**config.mk**
```make
export PLATFORM = sky130hd
export DESIGN_NAME = shift_exec_stage
export DESIGN_NICKNAME = d
export VERILOG_FILES = /design/src/rtl/shift_exec_stage_pkg.sv /design/src/rtl/shift_pipe_reg.sv /design/src/rtl/sll32.sv /design/src/rtl/sra32.sv /design/src/rtl/srl32.sv /design/src/rtl/shift_exec_stage.sv
export SDC_FILE = /design/constraint.sdc
export NUM_CORES = 1
export LEC_CHECK = 0
export ABC_CLOCK_PERIOD_IN_PS = 3000
export CORE_MARGIN = 3
export CORE_UTILIZATION = 50
export DETAILED_ROUTE_END_ITERATION = 7
export PLACE_DENSITY = 0.87
export REMOVE_ABC_BUFFERS = 1
export SETUP_SLACK_MARGIN = 0.3
export SKIP_CTS_REPAIR_TIMING = 1
export SLEW_MARGIN = 40
export SYNTH_ARGS = -nofsm -noshare
export SYNTH_HDL_FRONTEND = slang
export SYNTH_SLANG_ARGS = --single-unit
```
**constraint.sdc**
```tcl
create_clock -name clk -period 3 [get_ports clk]
set_input_delay 0.3 -clock clk [delete_from_list [all_inputs] [get_ports clk]]
set_output_delay 0.3 -clock clk [all_outputs]
set_load 0.01 [all_outputs]
```
**src/rtl/shift_exec_stage_pkg.sv**
```systemverilog
// Shared opcode definitions and helpers for the shift execute stage.
// Rotate support is controlled by the SHIFT_EXEC_ROTR_EN macro in shift_exec_stage.
package shift_exec_stage_pkg;

  localparam int SHIFT_OP_W = 3;

  typedef enum logic [SHIFT_OP_W-1:0] {
    SHIFT_OP_SLL  = 3'b000,
    SHIFT_OP_SRL  = 3'b001,
    SHIFT_OP_SRA  = 3'b010,
    SHIFT_OP_ROTR = 3'b011
  } shift_op_e;

  // A zero rotate returns the operand untouched rather than relying on a 32-bit shift.
  function automatic logic [31:0] rotr32(input logic [31:0] v, input logic [4:0] n);
    logic [5:0] inv;
    inv = 6'd32 - {1'b0, n};
    return (n == 5'd0) ? v : ((v >> n) | (v << inv));
  endfunction

endpackage

```
**src/rtl/shift_pipe_reg.sv**
```systemverilog
// Single valid/ready register slice: ready passes straight through from downstream,
// so a full slice still accepts a new beat in the same cycle it drains one.
module shift_pipe_reg #(
  parameter int W = 8
) (
  input  logic         clk,
  input  logic         rst,
  input  logic         in_valid,
  output logic         in_ready,
  input  logic [W-1:0] in_data,
  output logic         out_valid,
  input  logic         out_ready,
  output logic [W-1:0] out_data
);

  logic         valid_q, valid_d;
  logic [W-1:0] data_q, data_d;

  assign in_ready  = !valid_q || out_ready;
  assign out_valid = valid_q;
  assign out_data  = data_q;

  // NOTE: every signal assigned in always_comb gets a default first, so no path infers a latch.
  always_comb begin
    valid_d = valid_q;
    data_d  = data_q;
    if (in_ready) begin
      valid_d = in_valid;
    end
    if (in_valid && in_ready) begin
      data_d = in_data;
    end
  end

  // NOTE: the payload is reset as well as the valid bit, because the result bus must read zero
  // straight out of reset; state updates use non-blocking assignments only.
  always_ff @(posedge clk or posedge rst) begin
    if (rst) begin
      valid_q <= 1'b0;
      data_q  <= '0;
    end else begin
      valid_q <= valid_d;
      data_q  <= data_d;
    end
  end

endmodule

```
**src/rtl/sll32.sv**
```systemverilog
// 32-bit logical left shift; any amount of 32 or more yields zero.
module sll32 (
  input  logic [31:0] A,
  input  logic [31:0] B,
  output logic [31:0] Y
);
  assign Y = B << A;
endmodule

```
**src/rtl/sra32.sv**
```systemverilog
// 32-bit arithmetic right shift; any amount of 32 or more replicates the sign bit.
module sra32 (
  input  logic [31:0] A,
  input  logic [31:0] B,
  output logic [31:0] Y
);
  assign Y = $signed(B) >>> A;
endmodule

```
**src/rtl/srl32.sv**
```systemverilog
// 32-bit logical right shift; any amount of 32 or more yields zero.
module srl32 (
  input  logic [31:0] A,
  input  logic [31:0] B,
  output logic [31:0] Y
);
  assign Y = B >> A;
endmodule

```
**src/rtl/shift_exec_stage.sv**
```systemverilog
// Execute-stage shifter: S1 captures the operands, S2 captures the selected result.
// Define SHIFT_EXEC_ROTR_EN to make opcode 011 a rotate-right; otherwise it is illegal.
module shift_exec_stage
  import shift_exec_stage_pkg::*;
#(
  parameter int TAG_W = 5
) (
  input  logic                  clk,
  input  logic                  rst,
  input  logic                  in_valid,
  output logic                  in_ready,
  input  logic [SHIFT_OP_W-1:0] in_op,
  input  logic                  in_use_imm,
  input  logic [4:0]            in_shamt,
  input  logic [31:0]           in_rs,
  input  logic [31:0]           in_rt,
  input  logic [TAG_W-1:0]      in_tag,
  output logic                  out_valid,
  input  logic                  out_ready,
  output logic [31:0]           out_res,
  output logic [TAG_W-1:0]      out_tag,
  output logic                  out_err
);

  localparam int S1_W = SHIFT_OP_W + 32 + 32 + TAG_W;
  localparam int S2_W = 32 + TAG_W + 1;

  logic [31:0]           amount;
  logic [S1_W-1:0]       s1_data;
  logic                  s1_valid, s1_ready;
  logic [SHIFT_OP_W-1:0] s1_op;
  logic [31:0]           s1_amt, s1_rt;
  logic [TAG_W-1:0]      s1_tag;
  logic [31:0]           sll_y, srl_y, sra_y;
  logic [31:0]           res_sel;
  logic                  err_sel;
  logic [S2_W-1:0]       s2_data;

  // The full register value is forwarded so amounts of 32 and above saturate in the shifters.
  assign amount = in_use_imm ? {27'b0, in_shamt} : in_rs;

  shift_pipe_reg #(.W(S1_W)) u_s1 (
    .clk       (clk),
    .rst       (rst),
    .in_valid  (in_valid),
    .in_ready  (in_ready),
    .in_data   ({in_op, amount, in_rt, in_tag}),
    .out_valid (s1_valid),
    .out_ready (s1_ready),
    .out_data  (s1_data)
  );

  assign {s1_op, s1_amt, s1_rt, s1_tag} = s1_data;

  sll32 u_sll (.A(s1_amt), .B(s1_rt), .Y(sll_y));
  srl32 u_srl (.A(s1_amt), .B(s1_rt), .Y(srl_y));
  sra32 u_sra (.A(s1_amt), .B(s1_rt), .Y(sra_y));

  always_comb begin
    res_sel = '0;
    err_sel = 1'b0;
    case (s1_op)
      SHIFT_OP_SLL:  res_sel = sll_y;
      SHIFT_OP_SRL:  res_sel = srl_y;
      SHIFT_OP_SRA:  res_sel = sra_y;
`ifdef SHIFT_EXEC_ROTR_EN
      SHIFT_OP_ROTR: res_sel = rotr32(s1_rt, s1_amt[4:0]);
`endif
      default:       err_sel = 1'b1;
    endcase
  end

  shift_pipe_reg #(.W(S2_W)) u_s2 (
    .clk       (clk),
    .rst       (rst),
    .in_valid  (s1_valid),
    .in_ready  (s1_ready),
    .in_data   ({res_sel, s1_tag, err_sel}),
    .out_valid (out_valid),
    .out_ready (out_ready),
    .out_data  (s2_data)
  );

  assign {out_res, out_tag, out_err} = s2_data;

endmodule

```
==> reports/metrics.yaml, run 1 <==
global_route:
  gr-total-overflow: 0
  track_usage: 0.403
  use_met1: 0.539
  grt_antenna_before_repair: 0
  grt_pass1_wl_um: 62300
  grt_max_degree: 47
  grt_use_met2: 0.622
  busiest_layer: "met2"
  first_global_vias: 10000
  grt_use_met3: 0.101
synthesis:
  ys_seq_area_frac: 0.301
  syn-cell-area_um2: 9310
  avgSynthCellArea_um2: 8.72
  ys_ff_latch: 112
  synth-edff-count: 0
  synth-main-ff-cell: "dfrtp_1"
  ys_types: 65
  yosysTopAreaCell: "dfrtp_1"
  synth_top_area_frac: 0.301
  synthTopCellsByArea: "dfrtp_1, mux2_2, mux4_2, mux2i_1, nand2_1"
  syn_inst: 1068
  synth_warnings: 0
  ys_async_sr_fraction: 1.00
power_and_ir_drop:
  vdd_ir_drop_max_uv: 402
  p_clk_frac: 0.190
  total_power_mw: 6.68
  p_leak_nw: 4.81
  p_switching_mw: 2.93
  power_frac_comb: 0.515
  p_int_mw: 3.75
  power.share.switching: 0.439
  p_seq_frac: 0.295
  power.density_nw_per_um2: 551
drt:
  drt-total-wl_um: 41900
  routedWlPerCell_um: 28.5
  firstDrtPassIters: 5
  vias: 10500
  via_per_inst: 7.14
  drt_iter0_markers: 1267
  ant_nets: 0
  drc: 0
final_layout:
  post_route_cells_drive_above_1_share: 0.251
  syn2layout_area_growth_pct: 30.2
  final_cell_mix: "nand2_1, clkdlybuf4s50_1, buf_4, dfrtp_1, o21ai_0"
  n_fill_cell: 1452
  diodes: 0
  fin_util: 0.668
  final_area_um2: 12100
  final_common_cell: "nand2_1"
  nets: 1320
  final_cells: 1472
critical_path:
  worstSetupPathType: "reg -> reg"
  crit_path_start: "u_s1.out_data[38]"
  startpoint_type: "flip-flop"
  crit_chain: "buf_4 > mux2_2 > a22oi_1 > o221ai_1 > a222oi_1 > buf_4 > nor3_1 > a31oi_1 > a31oi_1"
  required_ns: 3.26
  cp_max_fo: 12
  slowest_delay_ns: 0.57
  cp.arrival_ns: 2.95
  slowest_stage: "dfrtp_4"
  critPathCaptureType: "flip-flop"
  rr_startpoint: "u_s1.out_data[38]"
place:
  place_area_um2: 11400
  dpl.hpwl_um: 31700
  dp.cells: 1439
  gp_congestion: 1.10
  port_buffers: 121
timing:
  period_share: 0.897
  finClkSkew_ns: 0.0127
  setup_violations: 0
  hold_viol_final: 0
  maxSlewViolCount: 0
  rsz0062_at_grt: "yes"
  fmax_mhz: 372
  slew_headroom: 0.431
  tightest_slew_ns: 0.854
  fin_crit_ns: 2.69
floorplanning:
  dieWidth_um: 142
  die_area_um2: 20300
  rows: 49
  die_y_um: 142
  pin_count: 122
  initial_core_util: 0.513
  core-area_um2: 18100
clocking:
  cts_buffers: 9
  root_buffer: "clkbuf_16"
  clockBufferDepth: 2
  cts.sinks: 112
  insertion_delay_ns: 0.38
  tritoncts: "yes"
  clkTransAtPathRegs_ns: 0.09
  htree_levels: 3
worst_hold_path:
  hold_path_class: "in -> async"
job:
  maxCapViolCount: 0
status:
  outcome: "completed"
-- cell type report --
cell class              instances  area [µm²]  area share
well taps                     229         287      0.0236
clock buffers                  10         229      0.0189
repair buffers                258        2410       0.199
inverters                       8        32.5     0.00268
clock inverters                 6        57.6     0.00475
flip-flops and latches        112        2810       0.232
multi-input cells             849        6300       0.520
-- sequential cells by signal (all words and copies together) (netlist names) --
name            count
u_s2.out_data      38
u_s2.out_valid      1
u_s1.out_valid      1
u_s1.out_data      72
-- power by group through the flow --
stage | Combinational [mW] | Sequential [mW] | Clock (mW)
finish | 3.44 | 1.97 | 1.27
global route | 3.56 | 1.99 | 1.32
CTS | 3.15 | 1.97 | 1.27
detailed placement | 3.13 | 2.00 | 0
global placement | 3.12 | 1.98 | 0
floorplan | 1.60 | 2.07 | 0
-- synth_stat cells (5+ instances only) --
master,count
nand2_1,145
dfrtp_1,112
o21ai_0,86
mux2_2,74
nor2_1,74
mux2i_1,60
clkbuf_1,58
a21oi_1,53
mux4_2,37
nand2b_1,37
nand3_1,28
o22ai_1,21
nor3_1,20
o211ai_1,19
buf_1,18
buf_2,17
a211oi_1,13
a22oi_1,11
a31oi_1,10
nor2b_1,9
a221oi_1,8
and2_1,8
and3_1,8
nor4_1,8
o31ai_1,8
a32oi_1,6
o221ai_1,6
o32a_1,6
o32ai_1,6
or2_2,6
or4_1,6
a211o_1,5
buf_4,5
clkinv_1,5
nand4_1,5
o311ai_0,5
-- final timing paths --
check	to	slack (ns)	depth (start not counted)
worst max-delay path	u_s2.out_data[10]	0.31	9
worst min-delay path	u_s2.out_data[1]	0.36	2
worst max register to register	u_s2.out_data[10]	0.31	9
worst min register to register	u_s2.out_data[5]	0.47	2
max in group asynchronous	u_s1.out_data[17]	1.92	3
min in group clk	u_s2.out_data[5]	0.47	2
-- metal layers --
metal,share of wire,vias to the layer above
met1,0.38,5036
met4,0.057,0
met2,0.45,920
met3,0.11,170
li1,-,4381
met5,0,-
-- worst max-delay path: cells and delay by family, from the launching register on --
kind	cells	cell delay, ns
compound gates	5	1.22
flops	1	0.57
buf+inv	2	0.38
mux	1	0.35
simple gates	1	0.04
-- cell families after synthesis --
family                 count (synthesis)  synth area share
AOI/OAI and AO/OA                    311             0.224
and+or+nand+nor                      367             0.184
buffers and inverters                107            0.0476
DFF                                  112             0.301
muxes                                171             0.243
-- through the flow --
stage / hold WS (ns) / setup slack (ns) / TNS, ns
after detailed placement: 0.447 / 0.0770 / 0
after global placement: 0.440 / 0.162 / 0
after CTS: 0.382 / 0.0521 / 0
after floorplan: 0.408 / -1.97 / -80.36
final: 0.361 / 0.310 / 0
after global routing: 0.414 / 0.248 / 0
(Power assumes the default switching activity.)
==> run 2: changes to the inputs <==
--- a/config.mk
+++ b/config.mk
@@ -6,7 +6,7 @@
 export NUM_CORES = 1
 export LEC_CHECK = 0
 export ABC_CLOCK_PERIOD_IN_PS = 3000
-export CORE_MARGIN = 3
+export CORE_MARGIN = 2
 export CORE_UTILIZATION = 50
 export DETAILED_ROUTE_END_ITERATION = 7
 export PLACE_DENSITY = 0.87
==> reports/metrics.yaml, run 2 (synthesis results as in run 1) <==
timing:
  hold_viol_final: 0  # unchanged
  period_share: 0.913  # +0.0166
  setup_violations: 0  # unchanged
  finClkSkew_ns: 0.0117  # -0.00105 ns
  slew_headroom: 0.427  # -0.00422
  tightest_slew_ns: 0.857  # +0.00316 ns
  whs_ns: 0.328  # -0.0322 ns
  maxSlewViolCount: 0  # unchanged
  fmax_mhz: 365  # -1.8%
  rsz0062_at_grt: "yes"
  fin_crit_ns: 2.74  # +0.0499 ns
drt:
  drc: 7  # +7
  drt_iter0_markers: 1316  # +3.9%
  route.met2.wl_um: 17700  # -5.7%
  firstDrtPassIters: 8  # +3
  routedWlPerCell_um: 27.4  # -3.8%
  ant_nets: 0  # unchanged
  via_per_inst: 7.08  # -0.74%
  drt-total-wl_um: 40000  # -4.5%
  vias: 10400  # -1.5%
  wirelength_met1_um: 15700  # -1.7%
  topRoutingLayerUsed: "met4"
  wl_met3_um: 4520  # -5.9%
clocking:
  cts.sinks: 112  # unchanged
  tritoncts: "yes"
  clockBufferDepth: 2  # unchanged
  cts_buffers: 9  # unchanged
  clkTransAtPathRegs_ns: 0.09  # about the same
  htree_levels: 3  # unchanged
  insertion_delay_ns: 0.38  # about the same
  root_buffer: "clkbuf_16"
status:
  violations: "DRC"
  outcome: "finished, violations left"
final_layout:
  post_route_cells_drive_above_1_share: 0.238  # -0.0130
  final_cell_mix: "nand2_1, clkdlybuf4s50_1, buf_4, dfrtp_1, o21ai_0"
  n_fill_cell: 1484  # +2.2%
  multi_input_area_um2: 6210  # -1.4%
  final_common_cell: "nand2_1"
  nets: 1308  # -0.91%
  final_cells: 1461  # -0.75%
  syn2layout_area_growth_pct: 28.0
  largest_reg_flops: 72  # unchanged
  register_area_um2: 2810  # about the same
critical_path:
  r2r_slack_ns: 0.26  # -0.05 ns
  startpoint_type: "flip-flop"
  required_ns: 3.27  # about the same
  worstSetupPathType: "reg -> reg"
  cp.arrival_ns: 3.01  # +0.06 ns
  cp_max_fo: 12  # unchanged
  critPathCaptureType: "flip-flop"
global_route:
  grt_antenna_before_repair: 0  # unchanged
  track_usage: 0.398  # -0.00540
  first_global_vias: 9557  # -4.5%
  grt_pass1_wl_um: 59600  # -4.4%
  grt_max_degree: 45  # -4.3%
  gr-total-overflow: 0  # unchanged
floorplanning:
  pin_count: 122  # unchanged
  core-area_um2: 18100  # unchanged
  initial_core_util: 0.513  # unchanged
  rows: 49  # unchanged
  die_y_um: 140  # -1.4%
  dieWidth_um: 140  # -1.4%
  die_area_um2: 19700  # -2.8%
place:
  dp.cells: 1434  # -0.35%
  dpl.hpwl_um: 30200  # -4.9%
  gp_congestion: 1.09  # -1.1%
  port_buffers: 121  # unchanged
power_and_ir_drop:
  p_switching_mw: 2.92  # -0.46%
  p_clk_frac: 0.198  # +0.008
  power.share.switching: 0.437  # -0.00170
  p_seq_frac: 0.297  # +0.002
  p_int_mw: 3.75  # +0.23%
  vdd_ir_drop_max_uv: 340  # -15%
  power_frac_comb: 0.505  # -0.010
  p_leak_nw: 4.67  # -2.9%
  power.density_nw_per_um2: 559  # +1.6%
job:
  maxCapViolCount: 0  # unchanged
worst_hold_path:
  hold_path_class: "in -> async"
## run 2: cell type report
class / count / share of cell area
multi-input combinational: 849 / 0.521
antenna: 1 / 0.000210
sequential: 112 / 0.236
inverter: 8 / 0.00304
timing repair buffer: 246 / 0.189
tap: 229 / 0.0240
clock buffer: 9 / 0.0189
clock inverter: 7 / 0.00787
## run 2: power by group through the flow
stage	sequential [mW]	clock (mW)	combinational, mW
6_report	1.98	1.32	3.37
5_1_grt	2.00	1.39	3.48
4_1_cts	1.97	1.34	3.12
3_5_place_dp	2.00	0	3.11
3_3_place_gp	1.99	0	3.10
2_1_floorplan	2.07	0	1.60
## run 2: stage by stage
step / util / setup slack [ns] / total power, mW / cell area, µm² / TNS [ns]
after global routing: 0.657 / 0.223 / 6.87 / 11900 / 0
after CTS: 0.645 / -0.270 / 6.43 / 11700 / -0.270
after global placement: 0.627 / -0.172 / 5.09 / 11400 / -0.172
after detailed placement: 0.627 / -0.238 / 5.11 / 11400 / -0.238
final: 0.657 / 0.260 / 6.67 / 11900 / 0
after floorplan: - / -1.97 / 3.67 / 8900 / -80.36
## run 2: worst paths after layout
path | start | to | cells after the start
setup / recovery | u_s1.out_data[58] | u_s2.out_data[32] | 8
hold / removal | rst | u_s2.out_data[2] | 2
setup reg to reg | u_s1.out_data[58] | u_s2.out_data[32] | 8
hold reg to reg | u_s1.out_data[2] | u_s2.out_data[3] | 2
max in group asynchronous | rst | u_s1.out_data[37] | 3
min in group clk | in_rs[13] | u_s1.out_data[50] | 3
## run 2: worst max-delay path, cell delays in order, from the launching register on
cell and delay [ns]:
dfrtp_1 0.39, or4_1 0.62, nor3_2 0.20, buf_4 0.22, and3_1 0.18, mux2_2 0.34, a221oi_2 0.31, nor2_1 0.09
o32a_1 0.28
## run 2: per-layer routing
metal  vias to the layer above  track usage
met5                         -            0
met4                         0        0.165
met3                       170       0.0858
met2                       817        0.601
met1                      4987        0.557
li1                       4377            -
==> run 3: changes to the inputs <==
--- a/config.mk
+++ b/config.mk
@@ -8,12 +8,12 @@
 export ABC_CLOCK_PERIOD_IN_PS = 3000
 export CORE_MARGIN = 2
 export CORE_UTILIZATION = 50
+export CTS_BUF_LIST = sky130_fd_sc_hd__clkbuf_4 sky130_fd_sc_hd__clkbuf_8
 export DETAILED_ROUTE_END_ITERATION = 7
 export PLACE_DENSITY = 0.87
 export REMOVE_ABC_BUFFERS = 1
 export SETUP_SLACK_MARGIN = 0.3
 export SKIP_CTS_REPAIR_TIMING = 1
-export SLEW_MARGIN = 40
 export SYNTH_ARGS = -nofsm -noshare
 export SYNTH_HDL_FRONTEND = slang
 export SYNTH_SLANG_ARGS = --single-unit
==> reports/metrics.yaml, run 3 (synthesis results as in run 1) <==
clocking:
  clockBufferDepth: 2  # unchanged
  insertion_delay_ns: 0.42  # +0.04 ns
  tritoncts: "yes"
  root_buffer: "clkbuf_8"
  cts_buffers: 9  # unchanged
  cts.sinks: 112  # unchanged
  clkTransAtPathRegs_ns: 0.13  # +0.04 ns
  htree_levels: 3  # unchanged
floorplanning:
  die_area_um2: 19700  # unchanged
  core-area_um2: 18100  # unchanged
  die_y_um: 140  # unchanged
  initial_core_util: 0.513  # unchanged
  pin_count: 122  # unchanged
  rows: 49  # unchanged
  dieWidth_um: 140  # unchanged
critical_path:
  critPathCaptureType: "flip-flop"
  cp.arrival_ns: 3.05  # +0.04 ns
  slowest_stage: "o311ai_1"
  crit_chain: "or4_4 > nor3_4 > nand2_4 > o311ai_1 > nor2_1 > o31a_1 > o21ai_0"
  cp_max_fo: 5  # -7
  path_delay_family: "compound AO/OA/AOI/OAI gates"
  slowest_delay_ns: 0.70  # +0.08 ns
  startpoint_type: "flip-flop"
  worstSetupPathType: "reg -> reg"
  required_ns: 3.34  # +0.07 ns
  critPathBufInv: 0  # -1
power_and_ir_drop:
  power.share.switching: 0.451  # +0.0134
  p_seq_frac: 0.311  # +0.014
  vdd_ir_drop_max_uv: 320  # -5.8%
  p_leak_nw: 4.68  # +0.14%
  p_switching_mw: 2.87  # -1.6%
  p_int_mw: 3.50  # -6.8%
  power_frac_comb: 0.527  # +0.022
  power.density_nw_per_um2: 535  # -4.4%
  p_clk_frac: 0.162  # -0.036
final_layout:
  final_common_cell: "nand2_1"
  syn2layout_area_growth_pct: 27.9
  final_cell_mix: "nand2_1, clkdlybuf4s50_1, buf_4, dfrtp_1, o21ai_0"
  register_area_um2: 2810  # unchanged
  nets: 1313  # +0.38%
  n_fill_cell: 1486  # +0.13%
  final_cells: 1465  # +0.27%
  post_route_cells_drive_above_1_share: 0.245  # +0.00713
  largest_reg_flops: 72  # unchanged
  diodes: 0  # -1
  multi_input_area_um2: 6250  # +0.62%
  final_area_um2: 11900  # -0.11%
global_route:
  track_usage: 0.398  # +0.000440
  grt_antenna_before_repair: 0  # unchanged
  grt_pass1_wl_um: 59600  # about the same
  gr-total-overflow: 0  # unchanged
  first_global_vias: 9585  # +0.29%
  grt_max_degree: 45  # unchanged
drt:
  drc: 0  # -7
  routedWlPerCell_um: 27.1  # -1.2%
  ant_nets: 0  # unchanged
  vias: 10100  # -2.2%
  drt-total-wl_um: 39700  # -0.95%
  drt_iter0_markers: 1066  # -19%
  firstDrtPassIters: 6  # -2
  via_per_inst: 6.91  # -2.4%
status:
  outcome: "completed"
timing:
  setup_violations: 0  # unchanged
  fin_crit_ns: 2.70  # -0.0384 ns
  setup_ws_ns: 0.298  # +0.0384 ns
  rsz0062_at_grt: "yes"
  slew_headroom: 0.384  # -0.0425
  maxSlewViolCount: 0  # unchanged
  tightest_slew_ns: 0.921  # +0.0640 ns
  fin_setup_tns_ns: 0  # unchanged
  finClkSkew_ns: 0.0159  # +0.00422 ns
  hold_viol_final: 0  # unchanged
  whs_ns: 0.268  # -0.0602 ns
  period_share: 0.901  # -0.0128
  fmax_mhz: 370  # +1.4%
worst_hold_path:
  hold_path_class: "in -> async"
place:
  port_buffers: 121  # unchanged
  dp.cells: 1434  # unchanged
  place_area_um2: 11400  # unchanged
  dpl.hpwl_um: 30200  # about the same
  gp_congestion: 1.09  # unchanged
  dp_slack_ns: -0.238  # unchanged
job:
  maxCapViolCount: 0  # unchanged
-- run 3: changes by cell type in the layout (fill, tap and decap cells not counted), moves of 2 or more --
cell and change:
clkbuf_16 -9, buf_6 +3, clkbuf_8 +9, nor4_1 -2
-- run 3: layout make-up --
cell class              instances  area share
multi-input cells             849       0.525
flip-flops and latches        112       0.236
repair buffers                251       0.194
well taps                     229      0.0241
clock buffers                   9      0.0104
clock inverters                 7     0.00788
inverters                       8     0.00305
-- run 3: per-layer routing --
| metal | GRT usage | vias to the layer above | routed length [µm] |
|---|---|---|---|
| met5 | 0 | - | 0 |
| met4 | 0.180 | 0 | 2000 |
| met3 | 0.0920 | 129 | 4240 |
| met2 | 0.595 | 739 | 17800 |
| met1 | 0.553 | 4876 | 15600 |
| li1 | - | 4384 | - |
-- run 3: worst paths after layout --
path | endpoint | slack (ns) | cells past startpoint | start
worst max-delay path | u_s2.out_data[9] | 0.30 | 7 | u_s1.out_data[59]
worst min-delay path | u_s2.out_data[2] | 0.27 | 2 | rst
worst max register to register | u_s2.out_data[9] | 0.30 | 7 | u_s1.out_data[59]
worst min register to register | u_s2.out_data[3] | 0.48 | 2 | u_s1.out_data[2]
max in group asynchronous | u_s1.out_data[37] | 2.05 | 3 | rst
min in group clk | u_s1.out_data[50] | 0.42 | 3 | in_rs[13]
-- run 3: power groups by stage --
stage,clock (mW),combinational [mW],sequential [mW]
4_1_cts,1.04,3.12,1.97
2_1_floorplan,0,1.60,2.07
3_5_place_dp,0,3.11,2.00
6_report,1.03,3.36,1.98
5_1_grt,1.09,3.49,2.01
3_3_place_gp,0,3.10,1.99
-- run 3: per-stage QoR --
| stage | total power [mW] | utilization |
|---|---|---|
| 2_1_floorplan | 3.67 | - |
| 3_3_place_gp | 5.09 | 0.627 |
| 3_5_place_dp | 5.11 | 0.627 |
| 4_1_cts | 6.13 | 0.639 |
| 5_1_grt | 6.59 | 0.656 |
| 6_report | 6.37 | 0.656 |
